## src/rtl/hpu_pkg.sv

```systemverilog
// Shared HPU definitions for the unpermute path: word width, FSM state type
// and the word-level funnel used to rebuild one rotated output word.
package hpu_pkg;

   localparam int HV_WORD_W = 32;
   localparam int BIT_OFF_W = 5;

   typedef enum logic [1:0] {
      IDLE = 2'd0,
      LOAD = 2'd1,
      EMIT = 2'd2
   } unperm_state_t;

   // Upper half of {hi,lo} << r; r=0 yields hi without ever shifting by 32.
   function automatic logic [HV_WORD_W-1:0] rotl_word_sel(
      input logic [HV_WORD_W-1:0] hi,
      input logic [HV_WORD_W-1:0] lo,
      input logic [BIT_OFF_W-1:0] r
   );
      logic [2*HV_WORD_W-1:0] pair;
      pair = {hi, lo} << r;
      return pair[2*HV_WORD_W-1:HV_WORD_W];
   endfunction

endpackage

```

## src/rtl/hv_funnel_word.sv

```systemverilog
// Combinational funnel: one output word from the two buffer words that
// straddle it, shifted left by the bit offset r.
module hv_funnel_word
   import hpu_pkg::*;
(
   input  logic [HV_WORD_W-1:0] hi_word,
   input  logic [HV_WORD_W-1:0] lo_word,
   input  logic [BIT_OFF_W-1:0] bit_off,
   output logic [HV_WORD_W-1:0] out_word
);

   always_comb begin
      out_word = rotl_word_sel(hi_word, lo_word, bit_off);
   end

endmodule

```

## src/rtl/hv_unpermute.sv

```systemverilog
// Streaming inverse permutation: buffers one N_WORDS x 32 hypervector and
// emits it rotated left by the shift latched with its first word.
module hv_unpermute
   import hpu_pkg::*;
#(
   parameter int N_WORDS = 8,
   parameter int SHIFT_W = ($clog2(32 * N_WORDS) < 5) ? 5 : $clog2(32 * N_WORDS)
) (
   input  logic                 clk,
   input  logic                 rstn,
   input  logic                 s_valid,
   output logic                 s_ready,
   input  logic [HV_WORD_W-1:0] s_data,
   input  logic [SHIFT_W-1:0]   s_shift,
   output logic                 m_valid,
   input  logic                 m_ready,
   output logic [HV_WORD_W-1:0] m_data,
   output logic                 m_last
);

   localparam int IDX_W = (N_WORDS > 1) ? $clog2(N_WORDS) : 1;
   localparam logic [IDX_W-1:0] LAST_IDX = IDX_W'(N_WORDS - 1);
   // N_WORDS is a power of two, so masking with N-1 gives the modulo wrap.
   localparam logic [IDX_W-1:0] IDX_MASK = LAST_IDX;

   unperm_state_t state_q, state_d;
   logic [IDX_W-1:0]     wr_cnt_q, wr_cnt_d;
   logic [IDX_W-1:0]     rd_cnt_q, rd_cnt_d;
   logic [SHIFT_W-1:0]   shift_q, shift_d;
   logic                 s_ready_q, s_ready_d;
   logic                 m_valid_q, m_valid_d;
   logic                 m_last_q, m_last_d;
   logic [HV_WORD_W-1:0] m_data_q, m_data_d;

   logic [HV_WORD_W-1:0] buf_mem [N_WORDS];

   logic                 s_hs;
   logic                 m_hs;
   logic                 load_last;
   logic [SHIFT_W-1:0]   shift_eff;
   logic [IDX_W-1:0]     word_off;
   logic [IDX_W-1:0]     next_rd;
   logic [IDX_W-1:0]     sel_word;
   logic [IDX_W-1:0]     hi_idx;
   logic [IDX_W-1:0]     lo_idx;
   logic [HV_WORD_W-1:0] hi_word;
   logic [HV_WORD_W-1:0] lo_word;
   logic [HV_WORD_W-1:0] funnel_word;

   assign s_hs      = s_valid & s_ready_q;
   assign m_hs      = m_valid_q & m_ready;
   assign load_last = s_hs && (wr_cnt_q == LAST_IDX);
   assign next_rd   = rd_cnt_q + 1'b1;

   // A single-word vector finishes on its first handshake, before shift_q is loaded.
   assign shift_eff = (state_q == LOAD && wr_cnt_q == '0) ? s_shift : shift_q;

   generate
      if (SHIFT_W > BIT_OFF_W && N_WORDS > 1) begin : g_word_off
         assign word_off = IDX_W'(shift_eff[SHIFT_W-1:BIT_OFF_W]);
      end else begin : g_no_word_off
         assign word_off = '0;
      end
   endgenerate

   assign sel_word = (state_q == EMIT) ? next_rd : '0;
   assign hi_idx   = (sel_word - word_off) & IDX_MASK;
   assign lo_idx   = (sel_word - word_off - 1'b1) & IDX_MASK;

   // Word 0 is built while the final input word is still on s_data, so bypass it.
   assign hi_word = (load_last && hi_idx == LAST_IDX) ? s_data : buf_mem[hi_idx];
   assign lo_word = (load_last && lo_idx == LAST_IDX) ? s_data : buf_mem[lo_idx];

   hv_funnel_word u_funnel (
      .hi_word  (hi_word),
      .lo_word  (lo_word),
      .bit_off  (shift_eff[BIT_OFF_W-1:0]),
      .out_word (funnel_word)
   );

   always_comb begin
      state_d   = state_q;
      wr_cnt_d  = wr_cnt_q;
      rd_cnt_d  = rd_cnt_q;
      shift_d   = shift_q;
      s_ready_d = s_ready_q;
      m_valid_d = m_valid_q;
      m_last_d  = m_last_q;
      m_data_d  = m_data_q;
      case (state_q)
         IDLE: begin
            state_d   = LOAD;
            s_ready_d = 1'b1;
         end
         LOAD: begin
            if (s_hs) begin
               if (wr_cnt_q == '0) begin
                  shift_d = s_shift;
               end
               if (load_last) begin
                  wr_cnt_d  = '0;
                  state_d   = EMIT;
                  s_ready_d = 1'b0;
                  m_valid_d = 1'b1;
                  m_data_d  = funnel_word;
                  m_last_d  = (LAST_IDX == '0);
               end else begin
                  wr_cnt_d = wr_cnt_q + 1'b1;
               end
            end
         end
         EMIT: begin
            if (m_hs) begin
               if (rd_cnt_q == LAST_IDX) begin
                  rd_cnt_d  = '0;
                  state_d   = LOAD;
                  s_ready_d = 1'b1;
                  m_valid_d = 1'b0;
                  m_last_d  = 1'b0;
               end else begin
                  rd_cnt_d = next_rd;
                  m_data_d = funnel_word;
                  m_last_d = (next_rd == LAST_IDX);
               end
            end
         end
         default: begin
            state_d = IDLE;
         end
      endcase
   end

   always_ff @(posedge clk) begin
      if (!rstn) begin
         state_q   <= IDLE;
         wr_cnt_q  <= '0;
         rd_cnt_q  <= '0;
         shift_q   <= '0;
         s_ready_q <= 1'b0;
         m_valid_q <= 1'b0;
         m_last_q  <= 1'b0;
         m_data_q  <= '0;
      end else begin
         state_q   <= state_d;
         wr_cnt_q  <= wr_cnt_d;
         rd_cnt_q  <= rd_cnt_d;
         shift_q   <= shift_d;
         s_ready_q <= s_ready_d;
         m_valid_q <= m_valid_d;
         m_last_q  <= m_last_d;
         m_data_q  <= m_data_d;
      end
   end

   always_ff @(posedge clk) begin
      if (rstn && s_hs) begin
         buf_mem[wr_cnt_q] <= s_data;
      end
   end

   assign s_ready = s_ready_q;
   assign m_valid = m_valid_q;
   assign m_last  = m_last_q;
   assign m_data  = m_data_q;

endmodule

```

## config.mk

```make
export PLATFORM = sky130hd
export DESIGN_NAME = hv_unpermute
export DESIGN_NICKNAME = d
export VERILOG_FILES = /design/src/rtl/hpu_pkg.sv /design/src/rtl/hv_funnel_word.sv /design/src/rtl/hv_unpermute.sv
export SDC_FILE = /design/constraint.sdc
export NUM_CORES = 1
export LEC_CHECK = 0
export ABC_AREA = 1
export CELL_PAD_IN_SITES_DETAIL_PLACEMENT = 0
export CELL_PAD_IN_SITES_GLOBAL_PLACEMENT = 1
export CORE_ASPECT_RATIO = 2
export CORE_MARGIN = 3
export CORE_UTILIZATION = 50
export DETAILED_ROUTE_END_ITERATION = 12
export PLACE_DENSITY = 0.83
export SLEW_MARGIN = 40
export SYNTH_ARGS = -nofsm -noshare
export SYNTH_HDL_FRONTEND = slang
export SYNTH_SLANG_ARGS = --single-unit
```

## constraint.sdc

```tcl
create_clock -name clk -period 9.3 [get_ports clk]
set_clock_uncertainty 0.15 [all_clocks]
set_input_delay 1.86 -clock clk [delete_from_list [all_inputs] [get_ports clk]]
set_output_delay 1.86 -clock clk [all_outputs]
set_load 0.03 [all_outputs]
```

After elaboration in Yosys (flattened, before gate mapping). Memory sizes are Yosys's and may differ from the RTL's. Cells that the tools add are included.

Flip-flop bits (word level): 51. RAM bits: 256. Input port bits: 44. Word-level logic and storage cells: 76. Memories: 1.

$add $sub $neg: 4. Equality and inequality tests: 12. Shift operators: 1. Muxes and demuxes: 31. Bitwise gates (word level): 2. Reductions and logical operators: 17.

Memory list: buf_mem (depth 8, width 32, read ports 2, clocked after Yosys merged registers in 0, write ports 1, RTL line hv_unpermute.sv:35) `logic [HV_WORD_W-1:0] buf_mem [N_WORDS];`.

Operator list (number): $mux W32 (6); $pmux W32 S2 (1); $shl A64 B5 Y64 (1); $eq A3 B3 Y1 const B (5); $reduce_and A5 Y1 (3); $mux W1 (12); $mux W3 (3); $mux W2 (4); $mux W8 (1); $ne A2 B2 Y1 const B (4); $reduce_and A4 Y1 (2); $add A3 B1 Y3 const B (2); $pmux W2 S3 (1); $logic_and A1 B1 Y1 (5); $pmux W1 S2 (2); $reduce_and A2 Y1 (2); $logic_not A3 Y1 (1); $pmux W1 S3 (1); $reduce_and A3 Y1 (1); $reduce_bool A3 Y1 (1); $sub A3 B1 Y3 const B (1); $sub A3 B3 Y3 (1); $and A1 B1 Y1 (2); $eq A2 B1 Y1 const B (1); other kinds (4) (4).

Logic depth before layout (Yosys ltp).
Depth in word-level cells: 12. Mapped depth: 31.

Modules after synthesis. Synthesis repeated with hierarchy kept, for this count alone.

Cells, all modules: 2347. Area, all modules: 18245.0 um2.

By module, submodules not included: hv_unpermute (instances 1, cells an instance 1708, area each 15279.7 um2, sequential area each 8708.4 um2); hv_funnel_word (instances 1, cells an instance 639, area each 2965.3 um2, sequential area each 0.0 um2).

Least setup slack after synthesis. Ideal clock, no wire load.

Kind: in2reg. From: in s_shift[5]. To: reg m_data_q[2] (netlist: m_data[2]). Library setup time: 0.109 ns. Data arrival time: 5.228 ns. Required time: 9.041 ns. Slack: 3.813 ns. Cell stages on the path: 22. Buffers on the path: 4. Cell sequence: mux2_2 > ha_1 > fa_1 > clkinv_1 > clkbuf_1 > ha_1 > buf_2 > clkbuf_1 > clkbuf_1 > nand2_1 > a21oi_1 > o21ai_0 > nand3_1 > nand3_1 > nand2_1 > nand2_1 > nand3_1 > nand3_1 > nand3_1 > nand3_1 > nand2_1 > inv_1.

Cells in the longest elaborated chain, start to end: 10.

RTL lines: start: declaration (RTL line hv_unpermute.sv:14) `input logic [SHIFT_W-1:0] s_shift,`; $mux W8 (*) (RTL line hv_unpermute.sv:56) `assign shift_eff = (state_q == LOAD && wr_cnt_q == '0) ? s_shift : shift_q;`; $sub A3 B3 Y3 (*) (RTL line hv_unpermute.sv:67, hv_unpermute.sv:68); parallel branches: the longest is 4 deep, another holds $mem_v2 Z8 W32; $shl A64 B5 Y64 (*) (RTL line hpu_pkg.sv:21) `pair = {hi, lo} << r;`; $mux W32, on equally long branches (RTL line hv_unpermute.sv:114, hv_unpermute.sv:100); $mux W32, on equally long branches (RTL line hv_unpermute.sv:113, hv_unpermute.sv:96); $pmux W32 S2 (*) (RTL line hv_unpermute.sv:90) `case (state_q)`; end signal: assignment (RTL line hv_unpermute.sv:151) `m_data_q <= m_data_d;`; end: declaration (RTL line hv_unpermute.sv:33) `logic [HV_WORD_W-1:0] m_data_q, m_data_d;`.

Every way passes the cells marked *. The select of a mux whose other input is x is not followed. A chain may end at the register's enable or synchronous reset.

Worst setup path after layout.
From: in s_shift[5]. To: reg m_data_q[8] (netlist: m_data[8]).

The elaborated chain is that of the path after synthesis.

==> flow_summary.toml <==
[timing]
timing_max_transition_violations_final = 0
timing.fmax_mhz = 142.5
finalHoldViolCount = 0
unrepaired_setup_endpoints_after_global_routing = "no"
finalSetupViolCount = 0
post-route-period-util = 0.7547
setup-tns-final_ns = 0
worst_slew_margin_rel = 0.4488
time_the_worst_path_needs_with_i_o_delays_and_setup_ns = 7.019
slew_of_the_pin_with_the_lowest_slew_margin_ns = 0.8257

[worst_setup_path]
path_cells = "clkdlybuf4s50_1 > mux2_2 > ha_4 > fa_4 > inv_1 > nand4_1 > nand2_1 > inv_1 > nand2_2 > nand2_4 > nand2_4 > nand3_4 > inv_2 > nand2_1 > nand3_1 > nand3_1 > nand3_1 > nand3_1 > nand2_1 > nand2_1 > nand3_1 > nand2_1 > inv_1"
worst_ep_required_time_ns = 9.68
timing.setup.critical_path_class = "in2reg"
crit_buf_inv = 5
critPathCaptureType = "register"
cpPeakStageDelay_ns = 0.67
startpoint_type = "primary input"
worst_path_dominant_cell_family = "simple AND/OR/NAND/NOR gates"
worst-path-max-fanout = 43
worst-endpoint-arrival_ns = 7.40
cpMaxStageDelayCell = "nand2_4"

[detailed_routing]
detailroute.via_count = 17530
wire_per_inst_um = 24.81
drt_drc_violations_left = 0
wirelength_um = 66910
dr.pass1.iters = 8
vias_per_cell = 6.499
ant_nets = 0
first_iter_violations = 1843

[job]
drv.max_cap_violation_count = 0

[global_route]
maximum_number_of_pins_on_one_net_before_global_route_repair = 112
grt.total_usage = 0.3371
first_global_vias = 16690
grt_first_pass_wirelength_um = 100500
busiest_grt_layer = "met2"
grt.met3_usage = 0.04109
grt_use_met1 = 0.4048
antenna_violations_before_repair = 0
met2_usage = 0.5913
grt-ovfl-total = 0

[floorplanning]
die_area_um2 = 38810
initial_core_util = 0.5076
core_region_area_um2 = 35800
rows = 98
die-width_um = 140.8
dieHeight_um = 275.6
io_pins = 79

[cells_and_area]
most-common-layout-cells = "nand2_1 (508), nand3_1 (413), edfxtp_1 (256), o21ai_0 (167), a21oi_1 (153)"
final_common_cell = "nand2_1"
fill_cells = 3337
flow.area_growth_from_synthesis_pct = 9.961
n_antenna_cell = 0
final_layout_size_suffix_gt1_frac = 0.06008
layout.nets = 2280

[cts]
tritoncts = "done"
cts_inserted_buffers = 28
clkLatencyLatePin_ns = 0.58
postCtsSetupRepairBufs = 0
clock_transition_at_the_registers_of_the_reported_paths_ns = 0.07
cts_sinks = 307
hold_buffers = 0
clk_path_buf_depth = 3
post_cts_resize_count = 0
cts_root_buffer = "clkbuf_16"
ctsHtreeMaxLevel = 1

[worst_hold_path]
hold_class = "reg2reg"

[logic_synthesis]
synthesized_area_per_cell_um2 = 8.042
post_synth_inst_count = 2260
synth-warning-count = 0
syn_area_um2 = 18170
yosys.cell_types.count = 41
number_of_nets_produced_by_synthesis = 2315
yosysSeqAreaShare = 0.4791
postSynthRegisterBits = 307

[placed_design]
hpwl_um = 43810
gpl.final_weighted_congestion = 1.004
i_o_buffers = 78

[outcome]
result_of_the_run = "finished clean"
## sequential cells by signal (all words and copies together) (netlist names)
register / count
m_valid: 1
buf_mem: 256
m_last: 1
s_ready: 1
m_data: 32
rd_cnt_q: 3
wr_cnt_q: 3
state_q: 2
shift_q: 8
## path summary, 6_finish.rpt
check              startpoint          to  slack [ns]  depth (start not counted)
setup / recovery   s_shift[5]   m_data[8]        2.28                         23
hold / removal     shift_q[0]  shift_q[0]        0.30                          2
setup reg to reg  wr_cnt_q[1]   m_data[8]        2.85                         27
hold reg to reg    shift_q[0]  shift_q[0]        0.30                          2
## routing by layer
layer | up-vias | wire [um]
met1 | 8391 | 24520
met2 | 934 | 33380
met4 | 0 | 4044
li1 | 7984 | -
met3 | 219 | 4968
met5 | - | 0
## logic make-up after synthesis
group | after synthesis | share of synthesized area
AO/OA/AOI/OAI | 443 | 0.1422
multiplexers | 1 | 0.0006195
AND/OR/NAND/NOR | 1224 | 0.3047
adder cells (fa/ha/maj) | 11 | 0.007986
buffers and inverters | 274 | 0.06533
flip-flops | 307 | 0.4791
## area by class of cell
class / count / area (um^2) / share of cell area
sequential: 307 / 8708 / 0.4357
timing repair buffer: 109 / 1023 / 0.05121
multi-input combinational: 1679 / 8409 / 0.4208
tap: 450 / 563.0 / 0.02817
clock buffer: 39 / 773.2 / 0.03869
clock inverter: 13 / 122.6 / 0.006135
inverter: 100 / 385.4 / 0.01928
## stage by stage
step | hold slack (ns) | std cells | instance area [um^2] | worst slack, ns | util
CTS | 0.3087 | 2697 | 19980 | 2.330 | 0.5580
floorplan | 0.2797 | 2260 | 18170 | 3.813 | -
global route | 0.3371 | 2697 | 19990 | 2.142 | 0.5582
detailed placement | 0.2981 | 2645 | 19080 | 1.745 | 0.5330
global placement | 0.2901 | 2645 | 19070 | 1.715 | 0.5327
finish | 0.3043 | 2697 | 19990 | 2.281 | 0.5582
## worst register-to-register path: stages, from the launching register on
cell,delay [ns]
dfxtp_1,0.33
inv_1,0.18
ha_1,0.19
inv_1,0.05
nor2_2,0.18
nand2_4,0.20
mux2_2,0.35
ha_4,0.17
fa_4,0.50
inv_1,0.07
nand4_1,0.08
nand2_1,0.11
inv_1,0.06
nand2_2,0.10
nand2_4,0.30
nand2_4,0.68
nand3_4,0.56
inv_2,0.56
nand2_1,0.19
nand3_1,0.30
nand3_1,0.30
nand3_1,0.21
nand3_1,0.17
nand2_1,0.11
nand2_1,0.05
nand3_1,0.15
nand2_1,0.07
inv_1,0.05
## synth_stat cells
library cell | count | area [um^2]
a211oi_1 | 4 | 30.03
a21oi_1 | 154 | 770.7
a221oi_1 | 1 | 8.760
a31oi_1 | 10 | 62.56
a32o_1 | 39 | 390.4
a32oi_1 | 1 | 8.760
buf_1 | 10 | 37.54
buf_2 | 70 | 350.3
buf_4 | 5 | 37.54
buf_6 | 7 | 78.83
clkbuf_1 | 82 | 307.8
clkinv_1 | 4 | 15.01
dfxtp_1 | 51 | 1021
edfxtp_1 | 256 | 7687
fa_1 | 1 | 20.02
ha_1 | 10 | 125.1
inv_1 | 90 | 337.8
inv_2 | 6 | 22.52
mux2_2 | 1 | 11.26
nand2_1 | 508 | 1907
nand2_2 | 5 | 31.28
nand2_4 | 5 | 56.30
nand3_1 | 413 | 2067
nand3_2 | 1 | 10.01
nand3_4 | 2 | 35.03
nand3b_1 | 8 | 60.06
nand4_1 | 102 | 638.1
nor2_1 | 157 | 589.3
nor2_2 | 2 | 12.51
nor2_4 | 1 | 11.26
nor3_1 | 4 | 20.02
o211ai_1 | 15 | 112.6
o211ai_2 | 2 | 25.02
o21a_1 | 2 | 15.01
o21ai_0 | 168 | 840.8
o21ai_1 | 7 | 35.03
o21ai_2 | 5 | 43.79
o22a_1 | 9 | 78.83
o22ai_1 | 26 | 162.7
or2_1 | 1 | 6.260
or2_2 | 15 | 93.84
Power is not shown: default switching activity piles up to over one toggle a cycle in this logic, so the estimate is an artifact.
